--- src/rtl/ws2812_pkg.sv ---
// Shared types and defaults for the WS2812 frame serializer and its latch timer.
package ws2812_pkg;

  localparam int BITS_PER_LED = 24;
  localparam int RESET_CYCLES = 1250;

  typedef logic [BITS_PER_LED-1:0] pixel_t;

  typedef enum logic [1:0] {
    IDLE,
    SHIFT,
    LATCH
  } state_t;

  // Counter width for a range of n values, never narrower than one bit.
  function automatic int cnt_width(input int n);
    return (n > 1) ? $clog2(n) : 1;
  endfunction

endpackage

--- src/rtl/ws2812_frame_serializer_if.sv ---
// Pixel handshake and bit-stream signals between the serializer and its neighbours.
interface ws2812_frame_serializer_if #(
  parameter int BITS_PER_LED = ws2812_pkg::BITS_PER_LED
);
  import ws2812_pkg::*;

  logic [BITS_PER_LED-1:0] pix_data;
  logic                    pix_valid;
  logic                    pix_ready;
  logic                    new_bit_rqst;
  logic                    bit_to_transmit;
  logic                    all_bits_shifted;
  logic                    reset_finish;
  logic                    busy;
  logic                    underflow;

  modport master (
    output pix_data, pix_valid, new_bit_rqst,
    input  pix_ready, bit_to_transmit, all_bits_shifted, reset_finish, busy, underflow
  );

  modport slave (
    input  pix_data, pix_valid, new_bit_rqst,
    output pix_ready, bit_to_transmit, all_bits_shifted, reset_finish, busy, underflow
  );

endinterface

--- src/rtl/ws2812_latch_timer.sv ---
// Counts CYCLES clocks while i_run is high; o_last marks the final cycle, o_done pulses one cycle later.
module ws2812_latch_timer #(
  parameter int CYCLES = ws2812_pkg::RESET_CYCLES
) (
  input  logic clk,
  input  logic rst,
  input  logic i_run,
  output logic o_last,
  output logic o_done
);
  import ws2812_pkg::*;

  localparam int            CW     = cnt_width(CYCLES);
  localparam logic [CW-1:0] C_LAST = CW'(CYCLES - 1);

  logic [CW-1:0] r_cnt;
  logic          r_done;

  assign o_last = i_run && (r_cnt == C_LAST);
  assign o_done = r_done;

  // Counter idles at zero so every run starts from a clean count.
  always_ff @(posedge clk) begin
    if (rst) begin
      r_cnt  <= '0;
      r_done <= 1'b0;
    end else begin
      r_done <= o_last;
      if (!i_run || o_last) begin
        r_cnt <= '0;
      end else begin
        r_cnt <= r_cnt + CW'(1);
      end
    end
  end

endmodule

--- src/rtl/ws2812_frame_serializer.sv ---
// Serializes a frame of GRB pixels MSB first, then times the stripe latch period.
// Build option WS2812_UNDERFLOW_BLACK_EN: a missing pixel is sent black instead of truncating the frame.
module ws2812_frame_serializer #(
  parameter int NUM_LEDS     = 8,
  parameter int BITS_PER_LED = ws2812_pkg::BITS_PER_LED,
  parameter int RESET_CYCLES = ws2812_pkg::RESET_CYCLES
) (
  input logic                      clk,
  input logic                      rst,
  ws2812_frame_serializer_if.slave bus
);
  import ws2812_pkg::*;

  localparam int            BW       = cnt_width(BITS_PER_LED);
  localparam int            PW       = cnt_width(NUM_LEDS);
  localparam logic [BW-1:0] BIT_LAST = BW'(BITS_PER_LED - 1);
  localparam logic [PW-1:0] PIX_LAST = PW'(NUM_LEDS - 1);

  state_t                  r_state;
  logic [BITS_PER_LED-1:0] r_sh;
  logic [BITS_PER_LED-1:0] r_hold;
  logic                    r_hold_full;
  logic [BW-1:0]           r_bit_cnt;
  logic [PW-1:0]           r_pix_cnt;
  logic                    r_underflow;
  logic                    r_all_shifted;

  logic w_pix_ready;
  logic w_xfer;
  logic w_last_bit;
  logic w_more_pix;
  logic w_bypass;
  logic w_latching;
  logic w_lat_last;
  logic w_lat_done;

  assign w_pix_ready = !r_hold_full && (r_state != LATCH);
  assign w_xfer      = bus.pix_valid && w_pix_ready;
  assign w_last_bit  = (r_bit_cnt == BIT_LAST);
  assign w_more_pix  = (r_pix_cnt != PIX_LAST);
  assign w_latching  = (r_state == LATCH);
  // A pixel landing with the last-bit request goes straight into the shifter.
  assign w_bypass    = (r_state == SHIFT) && bus.new_bit_rqst && w_last_bit && w_more_pix && w_xfer;

  ws2812_latch_timer #(
    .CYCLES (RESET_CYCLES)
  ) u_latch_timer (
    .clk    (clk),
    .rst    (rst),
    .i_run  (w_latching),
    .o_last (w_lat_last),
    .o_done (w_lat_done)
  );

  always_ff @(posedge clk) begin
    if (rst) begin
      r_state       <= IDLE;
      r_sh          <= '0;
      r_hold        <= '0;
      r_hold_full   <= 1'b0;
      r_bit_cnt     <= '0;
      r_pix_cnt     <= '0;
      r_underflow   <= 1'b0;
      r_all_shifted <= 1'b0;
    end else begin
      if (w_xfer && !w_bypass) begin
        r_hold      <= bus.pix_data;
        r_hold_full <= 1'b1;
      end
      case (r_state)
        IDLE: begin
          if (r_hold_full) begin
            r_sh        <= r_hold;
            r_hold_full <= 1'b0;
            r_bit_cnt   <= '0;
            r_pix_cnt   <= '0;
            r_state     <= SHIFT;
          end
        end
        SHIFT: begin
          if (bus.new_bit_rqst) begin
            if (!w_last_bit) begin
              r_sh      <= r_sh << 1;
              r_bit_cnt <= r_bit_cnt + BW'(1);
            end else if (w_more_pix && r_hold_full) begin
              r_sh        <= r_hold;
              r_hold_full <= 1'b0;
              r_bit_cnt   <= '0;
              r_pix_cnt   <= r_pix_cnt + PW'(1);
            end else if (w_bypass) begin
              r_sh      <= bus.pix_data;
              r_bit_cnt <= '0;
              r_pix_cnt <= r_pix_cnt + PW'(1);
            end else if (w_more_pix) begin
              r_underflow <= 1'b1;
              r_sh        <= '0;
`ifdef WS2812_UNDERFLOW_BLACK_EN
              r_bit_cnt   <= '0;
              r_pix_cnt   <= r_pix_cnt + PW'(1);
`else
              r_state       <= LATCH;
              r_all_shifted <= 1'b1;
`endif
            end else begin
              // Clearing the shifter keeps the line low for the whole latch period.
              r_sh          <= '0;
              r_state       <= LATCH;
              r_all_shifted <= 1'b1;
            end
          end
        end
        LATCH: begin
          if (w_lat_last) begin
            r_state       <= IDLE;
            r_all_shifted <= 1'b0;
          end
        end
        default: r_state <= IDLE;
      endcase
    end
  end

  assign bus.pix_ready        = w_pix_ready;
  assign bus.bit_to_transmit  = r_sh[BITS_PER_LED-1];
  assign bus.all_bits_shifted = r_all_shifted;
  assign bus.reset_finish     = w_lat_done;
  assign bus.busy             = (r_state != IDLE);
  assign bus.underflow        = r_underflow;

endmodule

--- src/flat_wrapper.sv ---
// flat-port wrapper written by rule: the top's interface ports become plain ports
module ws2812_frame_serializer_flat import ws2812_pkg::*;
#(
  parameter int NUM_LEDS     = 8,
  parameter int BITS_PER_LED = ws2812_pkg::BITS_PER_LED,
  parameter int RESET_CYCLES = ws2812_pkg::RESET_CYCLES
)
  (clk, rst, bus_pix_data, bus_pix_valid, bus_new_bit_rqst, bus_pix_ready, bus_bit_to_transmit, bus_all_bits_shifted, bus_reset_finish, bus_busy, bus_underflow);
  ws2812_frame_serializer_if #(.BITS_PER_LED(BITS_PER_LED)) bus_i ();
  input logic clk;
  input logic rst;
  input wire logic [$bits(bus_i.pix_data)-1:0] bus_pix_data;
  input wire logic [$bits(bus_i.pix_valid)-1:0] bus_pix_valid;
  input wire logic [$bits(bus_i.new_bit_rqst)-1:0] bus_new_bit_rqst;
  output wire logic [$bits(bus_i.pix_ready)-1:0] bus_pix_ready;
  output wire logic [$bits(bus_i.bit_to_transmit)-1:0] bus_bit_to_transmit;
  output wire logic [$bits(bus_i.all_bits_shifted)-1:0] bus_all_bits_shifted;
  output wire logic [$bits(bus_i.reset_finish)-1:0] bus_reset_finish;
  output wire logic [$bits(bus_i.busy)-1:0] bus_busy;
  output wire logic [$bits(bus_i.underflow)-1:0] bus_underflow;
  assign bus_i.pix_data = bus_pix_data;
  assign bus_i.pix_valid = bus_pix_valid;
  assign bus_i.new_bit_rqst = bus_new_bit_rqst;
  assign bus_pix_ready = bus_i.pix_ready;
  assign bus_bit_to_transmit = bus_i.bit_to_transmit;
  assign bus_all_bits_shifted = bus_i.all_bits_shifted;
  assign bus_reset_finish = bus_i.reset_finish;
  assign bus_busy = bus_i.busy;
  assign bus_underflow = bus_i.underflow;
  ws2812_frame_serializer #(.NUM_LEDS(NUM_LEDS), .BITS_PER_LED(BITS_PER_LED), .RESET_CYCLES(RESET_CYCLES)) u_core (.clk(clk), .rst(rst), .bus(bus_i));
endmodule
--- config.mk ---
export PLATFORM = sky130hd
export DESIGN_NAME = ws2812_frame_serializer_flat
export DESIGN_NICKNAME = d
export VERILOG_FILES = /design/src/rtl/ws2812_pkg.sv /design/src/rtl/ws2812_frame_serializer_if.sv /design/src/rtl/ws2812_latch_timer.sv /design/src/rtl/ws2812_frame_serializer.sv /design/src/flat_wrapper.sv
export SDC_FILE = /design/constraint.sdc
export NUM_CORES = 1
export LEC_CHECK = 0
export BUFFER_PORTS_ARGS = -buffer_cell sky130_fd_sc_hd__buf_2
export CAP_MARGIN = 20
export CORE_UTILIZATION = 30
export DETAILED_ROUTE_END_ITERATION = 8
export PLACE_DENSITY_LB_ADDON = 0.1
export SYNTH_ARGS = -nofsm -noshare
export SYNTH_HDL_FRONTEND = slang
export SYNTH_HIERARCHICAL = 1
export SYNTH_SLANG_ARGS = --single-unit
--- constraint.sdc ---
create_clock -name clk -period 4.1 [get_ports clk]
set_input_delay 0.82 -clock clk [delete_from_list [all_inputs] [get_ports clk]]
set_output_delay 0.82 -clock clk [all_outputs]
set_load 0.05 [all_outputs]
==> flow_summary.toml, run 1 <==
[clock_network]
cts_max_level = 3
ctsHoldBuffers = 0
post_cts_buffers = 0
cts_resized = 0
clockBufferDepth = 2
cts_tree = "done"
path_clk_slew_ns = 0.06
root_buffer = "clkbuf_16"
cts_buffers = 9
cts.sinks = 73
clkLatencyLatePin_ns = 0.33

[floorplanning]
start_util_pct = 31.3
dieHeight_um = 115
rows = 40
ios = 34
die_area_mm2 = 0.0132
dieWidth_um = 115
core_area_mm2 = 0.0122

[critical_path]
slowest_stage = "buf_4"
cp.arrival_ns = 1.79
end_kind = "output port"
path_cells = "buf_4 -> nand2b_1 -> inv_1 -> nor2_1 -> buf_2"
critPathLaunchType = "flop"
cp.required_ns = 3.28
cpPeakStageDelay_ns = 0.36
crit_type = "reg -> out"
cp_max_fo = 35

[timing]
tns_ns = 0
finalClockSkew_ns = 0.00647
period_share_pct = 63.7
slew_violations = 0
worst-slew-pin-transition_ns = 1.00
timing.hold.ws_ns = 0.475
hold_viol = 0
min_period_ns = 2.61
fmax_ghz = 0.383
relSlewSlack_pct = 33.2
setup-violations-final = 0
rsz0062_at_grt = "no"

[layout]
drive_above_1_share_pct = 15.9
diodes = 0
instances_no_fill = 607
area_growth_pct = 14.9
final_nets = 468

[logic_synthesis]
ys_warn_count = 6
synth-compound-area-share_pct = 21.4
ys.flop_type = "dfxtp_1"
yosysUniqueCellTypes = 51
synth-edff-count = 0
synth_nets = 453
yosys.area_share.adder_pct = 1.64
yosysSeqAreaShare_pct = 38.2
synth-seq-cells = 73
muxShareOfSynthArea_pct = 6.57
synthCells = 420
synth_xor_area_share_pct = 0.687
syn_area_mm2 = 0.00383
synthSimpleGateAreaFrac_pct = 26.2
synth_top_family_by_area = "simple AND/OR/NAND/NOR gates"
synthArstFlopShare_pct = 0
syn_avg_cell_area_um2 = 9.11

[drt]
drcViolationCount = 0
vias_per_cell = 5.38
drt-initial-drc-count = 189
firstDrtPassIters = 4
num_vias = 3266
wl_mm = 9.88
ant_nets = 0
wire_per_inst_um = 16.3

[place]
hpwl_mm = 5.95
dp_cells = 592
portBuffers = 33
place_congestion = 0.687

[grt]
grt_max_degree = 53
grt_pass1_wl_mm = 16.6
grt_pass1_vias = 3216
grt_overflow_total = 0
track_usage_pct = 16.2
antenna_found_initial = 0

[power]
power_density_mw_per_mm2 = 401
p_leak_nw = 1.53
irDropWorstVdd_uv = 175

[flow_run]
drv_cap = 0

[hold_path]
hold_class = "reg -> reg"

[outcome]
outcome = "completed"
==> critical path, delay by kind of cell (launching register included) <==
| kind | cells | cell delay [ns] |
|---|---|---|
| flops | 1 | 0.30 |
| buf+inv | 3 | 0.76 |
| simple gates | 2 | 0.40 |
==> cells in the mapped netlist, drive strengths merged, types with 7 or more instances <==
library cell   n  area share (%)
nand2b        52             8.5
o21ai          8             1.0
nor2          37             3.7
mux2i         24             6.3
nand3          7             1.0
o32ai         23             5.3
a221oi        23             5.3
o31ai          7             1.4
dfxtp         73              38
buf           18             3.0
clkbuf        21             2.1
nor4b         23             5.3
a21oi         40             5.3
==> power breakdown <==
| group | switching (W) | leakage, nW | internal (W) | total, W |
|---|---|---|---|---|
| clock network | 0.000294 | 0.158 | 0.000533 | 0.000828 |
| logic | 0.000114 | 0.779 | 0.0000680 | 0.000182 |
| registers | 0.0000177 | 0.593 | 0.000736 | 0.000754 |
==> final timing paths <==
check                                                endpoint                          start  slack (ns)  cells past startpoint
worst min register to register  u_core/u_latch_timer/r_cnt[0]  u_core/u_latch_timer/r_cnt[0]        0.47                      1
worst min-delay path            u_core/u_latch_timer/r_cnt[0]  u_core/u_latch_timer/r_cnt[0]        0.47                      1
worst max-delay path                            bus_pix_ready              u_core/r_state[0]        1.49                      5
worst max register to register            u_core/r_pix_cnt[0]            u_core/r_pix_cnt[0]        1.77                      7
==> state kept, by name (all words and copies together), names as in the netlist <==
name,count
u_core/r_hold_full,1
u_core/bus.underflow,1
u_core/u_latch_timer/o_done,1
u_core/r_pix_cnt,3
u_core/u_latch_timer/r_cnt,11
u_core/r_hold,24
u_core/r_bit_cnt,5
u_core/r_state,2
u_core/r_sh,24
u_core/bus.all_bits_shifted,1
==> cell usage in the layout, fill, tap and decap left out, types with 2 or more instances in the layout <==
cell / instances
a21oi_1: 39
a221oi_1: 23
a22o_1: 2
a31oi_1: 3
and2_1: 3
buf_2: 33
buf_4: 10
clkbuf_16: 9
clkbuf_8: 4
dfxtp_1: 73
ha_1: 5
inv_1: 2
mux2i_1: 24
nand2_1: 6
nand2b_1: 52
nand3_1: 6
nand3b_1: 2
nand4_1: 4
nand4b_1: 2
nor2_1: 36
nor2b_1: 4
nor3_1: 3
nor4b_1: 23
o21ai_0: 8
o31ai_1: 7
o32ai_1: 23
or3_1: 5
or4_1: 3
xor2_1: 2
==> per-layer routing <==
metal | vias to the layer above | GRT usage [%] | part of all wire [%]
met3 | 12 | 4.22 | 4.9
met1 | 1556 | 21.8 | 49
met5 | - | 0 | 0
met2 | 75 | 24.9 | 45
met4 | 0 | 5.97 | 1.2
li1 | 1623 | - | -
==> per-stage QoR <==
step	instance area (µm²)	setup WS (ns)	utilization, %	power, W
2_1_floorplan	3830	1.93	-	0.000900
3_3_place_gp	4080	1.72	33.4	0.000951
3_5_place_dp	4080	1.68	33.4	0.000952
4_1_cts	4400	1.47	36.0	0.00179
5_1_grt	4400	1.37	36.0	0.00184
6_report	4400	1.49	36.0	0.00176
==> cell type report <==
type	instances	area (µm²)
Timing Repair Buffer	43	240
Clock buffer	13	280
Fill cell	1310	7810
Clock inverter	2	35.0
Multi-Input combinational cell	306	2160
Inverter	2	7.51
Tap cell	168	210
Sequential cell	73	1460
==> cell families after synthesis <==
family | after synthesis
compound gates | 113
xor+xnor | 3
fa+ha+maj | 5
buf+inv | 41
flops | 73
mux | 25
simple gates | 160
No activity file was read; power rests on OpenSTA's default activity.
==> run 2, diff against run 1 <==
- clock period: 4.1 -> 2.4 ns (I/O delays scaled with it)
==> flow_summary.toml, run 2 (synthesis gave the netlist of run 1 again) <==
[critical_path]
cp_max_fo = 17
cp.required_ns = 1.92
crit_type = "reg -> out"
end_kind = "output port"
path_cells = "nand2b_1 -> inv_1 -> nor2_1 -> buf_2"
critPathLaunchType = "flop"
cpPeakStageDelay_ns = 0.51
cp.arrival_ns = 1.62
rrSetupSlack_ns = 0.48
cp.buffers_inverters = 2
critPathTopFamily = "flip-flops"
rr_worst_depth = 7
r2r_start = "u_core/r_pix_cnt[0]"
r2r-end = "u_core/r_sh[14]"
slowest_stage = "dfxtp_2"

[clock_network]
path_clk_slew_ns = 0.06
clockBufferDepth = 2
cts_buffers = 9
cts_max_level = 3
post_cts_buffers = 0
root_buffer = "clkbuf_16"
clkLatencyLatePin_ns = 0.33
cts_tree = "done"
cts.sinks = 73

[layout]
final_cell_mix = "dfxtp_1, nand2b_1, a21oi_1, nor2_1, buf_2"
filler_cell_count = 1290
drive_above_1_share_pct = 17.9
fin_util_pct = 36.6
area_growth_pct = 16.7
top_regs = "u_core/r_hold (24), u_core/r_sh (24), u_core/u_latch_timer/r_cnt (11)"
design_area_mm2 = 0.00446
final_nets = 476
diodes = 0
final_common_cell = "dfxtp_1"

[timing]
finalClockSkew_ns = 0.00381
hold_viol = 0
tns_ns = 0
setup-violations-final = 0
min_period_ns = 2.10
relSlewSlack_pct = 55.2
slew_violations = 0
rsz0062_at_grt = "no"
period_share_pct = 87.5
fmax_ghz = 0.476
timing.hold.ws_ns = 0.417
worst-slew-pin-transition_ns = 0.670

[drt]
drt-initial-drc-count = 234
firstDrtPassIters = 4
ant_nets = 0
num_vias = 3311
vias_per_cell = 5.38
wl_mm = 10.1
wire_per_inst_um = 16.3
drcViolationCount = 0

[grt]
track_usage_pct = 16.3
grt_pass1_vias = 3212
grt_pass1_wl_mm = 16.8
antenna_found_initial = 0
grt_max_degree = 51
grt_overflow_total = 0

[power]
irDropWorstVdd_uv = 416
power_density_mw_per_mm2 = 685
p_leak_nw = 1.57
design_power_total_w = 0.00306

[place]
portBuffers = 33
hpwl_mm = 6.48
placed_cell_area_mm2 = 0.00414
place_congestion = 0.773

[floorplanning]
die_area_mm2 = 0.0132
dieHeight_um = 115
ios = 34
core_area_mm2 = 0.0122
dieWidth_um = 115
start_util_pct = 31.3
rows = 40

[hold_path]
hold_end = "u_core/r_hold[1]"
hold_depth = 3
hold_class = "in -> reg"
worst_hold_startpoint = "bus_pix_data[1]"

[flow_run]
drv_cap = 0

[outcome]
outcome = "completed"
==> run 2: stage by stage <==
step,setup slack [ns],cells
2_1_floorplan,0.575,420
3_5_place_dp,0.430,600
5_1_grt,0.195,616
3_3_place_gp,0.465,600
4_1_cts,0.101,616
6_report,0.301,616
==> run 2: layout make-up <==
type | instances | area [µm²] | share of cell area (%)
clock buffer | 9 | 225 | 5.04
clock inverter | 7 | 95.1 | 2.13
inverter | 2 | 7.51 | 0.168
multi-input combinational | 306 | 2160 | 48.5
sequential | 73 | 1460 | 32.8
tap | 168 | 210 | 4.71
timing repair buffer | 51 | 300 | 6.73
==> run 2: how the worst max path moves through the flow <==
stage	start	endpoint	slack, ns	cells past startpoint
after floorplan	u_core/r_state[0]	bus_pix_ready	0.57	4
after global placement	u_core/r_state[0]	u_core/r_hold[21]	0.47	5
after detailed placement	u_core/r_state[0]	u_core/r_hold[20]	0.43	5
after CTS	u_core/r_state[0]	bus_pix_ready	0.10	4
after global routing	u_core/r_state[0]	bus_pix_ready	0.20	4
final	u_core/r_state[0]	bus_pix_ready	0.30	4
==> run 2: report_power, final <==
group	switching [W]	internal, W
logic	0.000190	0.000126
clock network	0.000535	0.000910
registers	0.0000404	0.00126
==> run 2: repair_timing <==
item,CTS,global route
hold buffers,0,0
setup endpoints to repair,0,1
resized for setup,0,1
==> run 2: worst register-to-register path: stages, from the launching register on <==
cell       delay, ns
dfxtp_1         0.32
ha_1            0.20
ha_1            0.27
nand4bb_1       0.25
nor2_2          0.13
buf_4           0.24
a221oi_1        0.12
o32ai_1         0.30
==> run 2: layer usage <==
layer / vias to the layer above / routed length [µm] / track usage [%]
met5: - / 0 / 0
met4: 0 / 70 / 3.90
met3: 6 / 369 / 3.32
met2: 76 / 4720 / 26.1
met1: 1602 / 4910 / 22.4
li1: 1627 / - / -
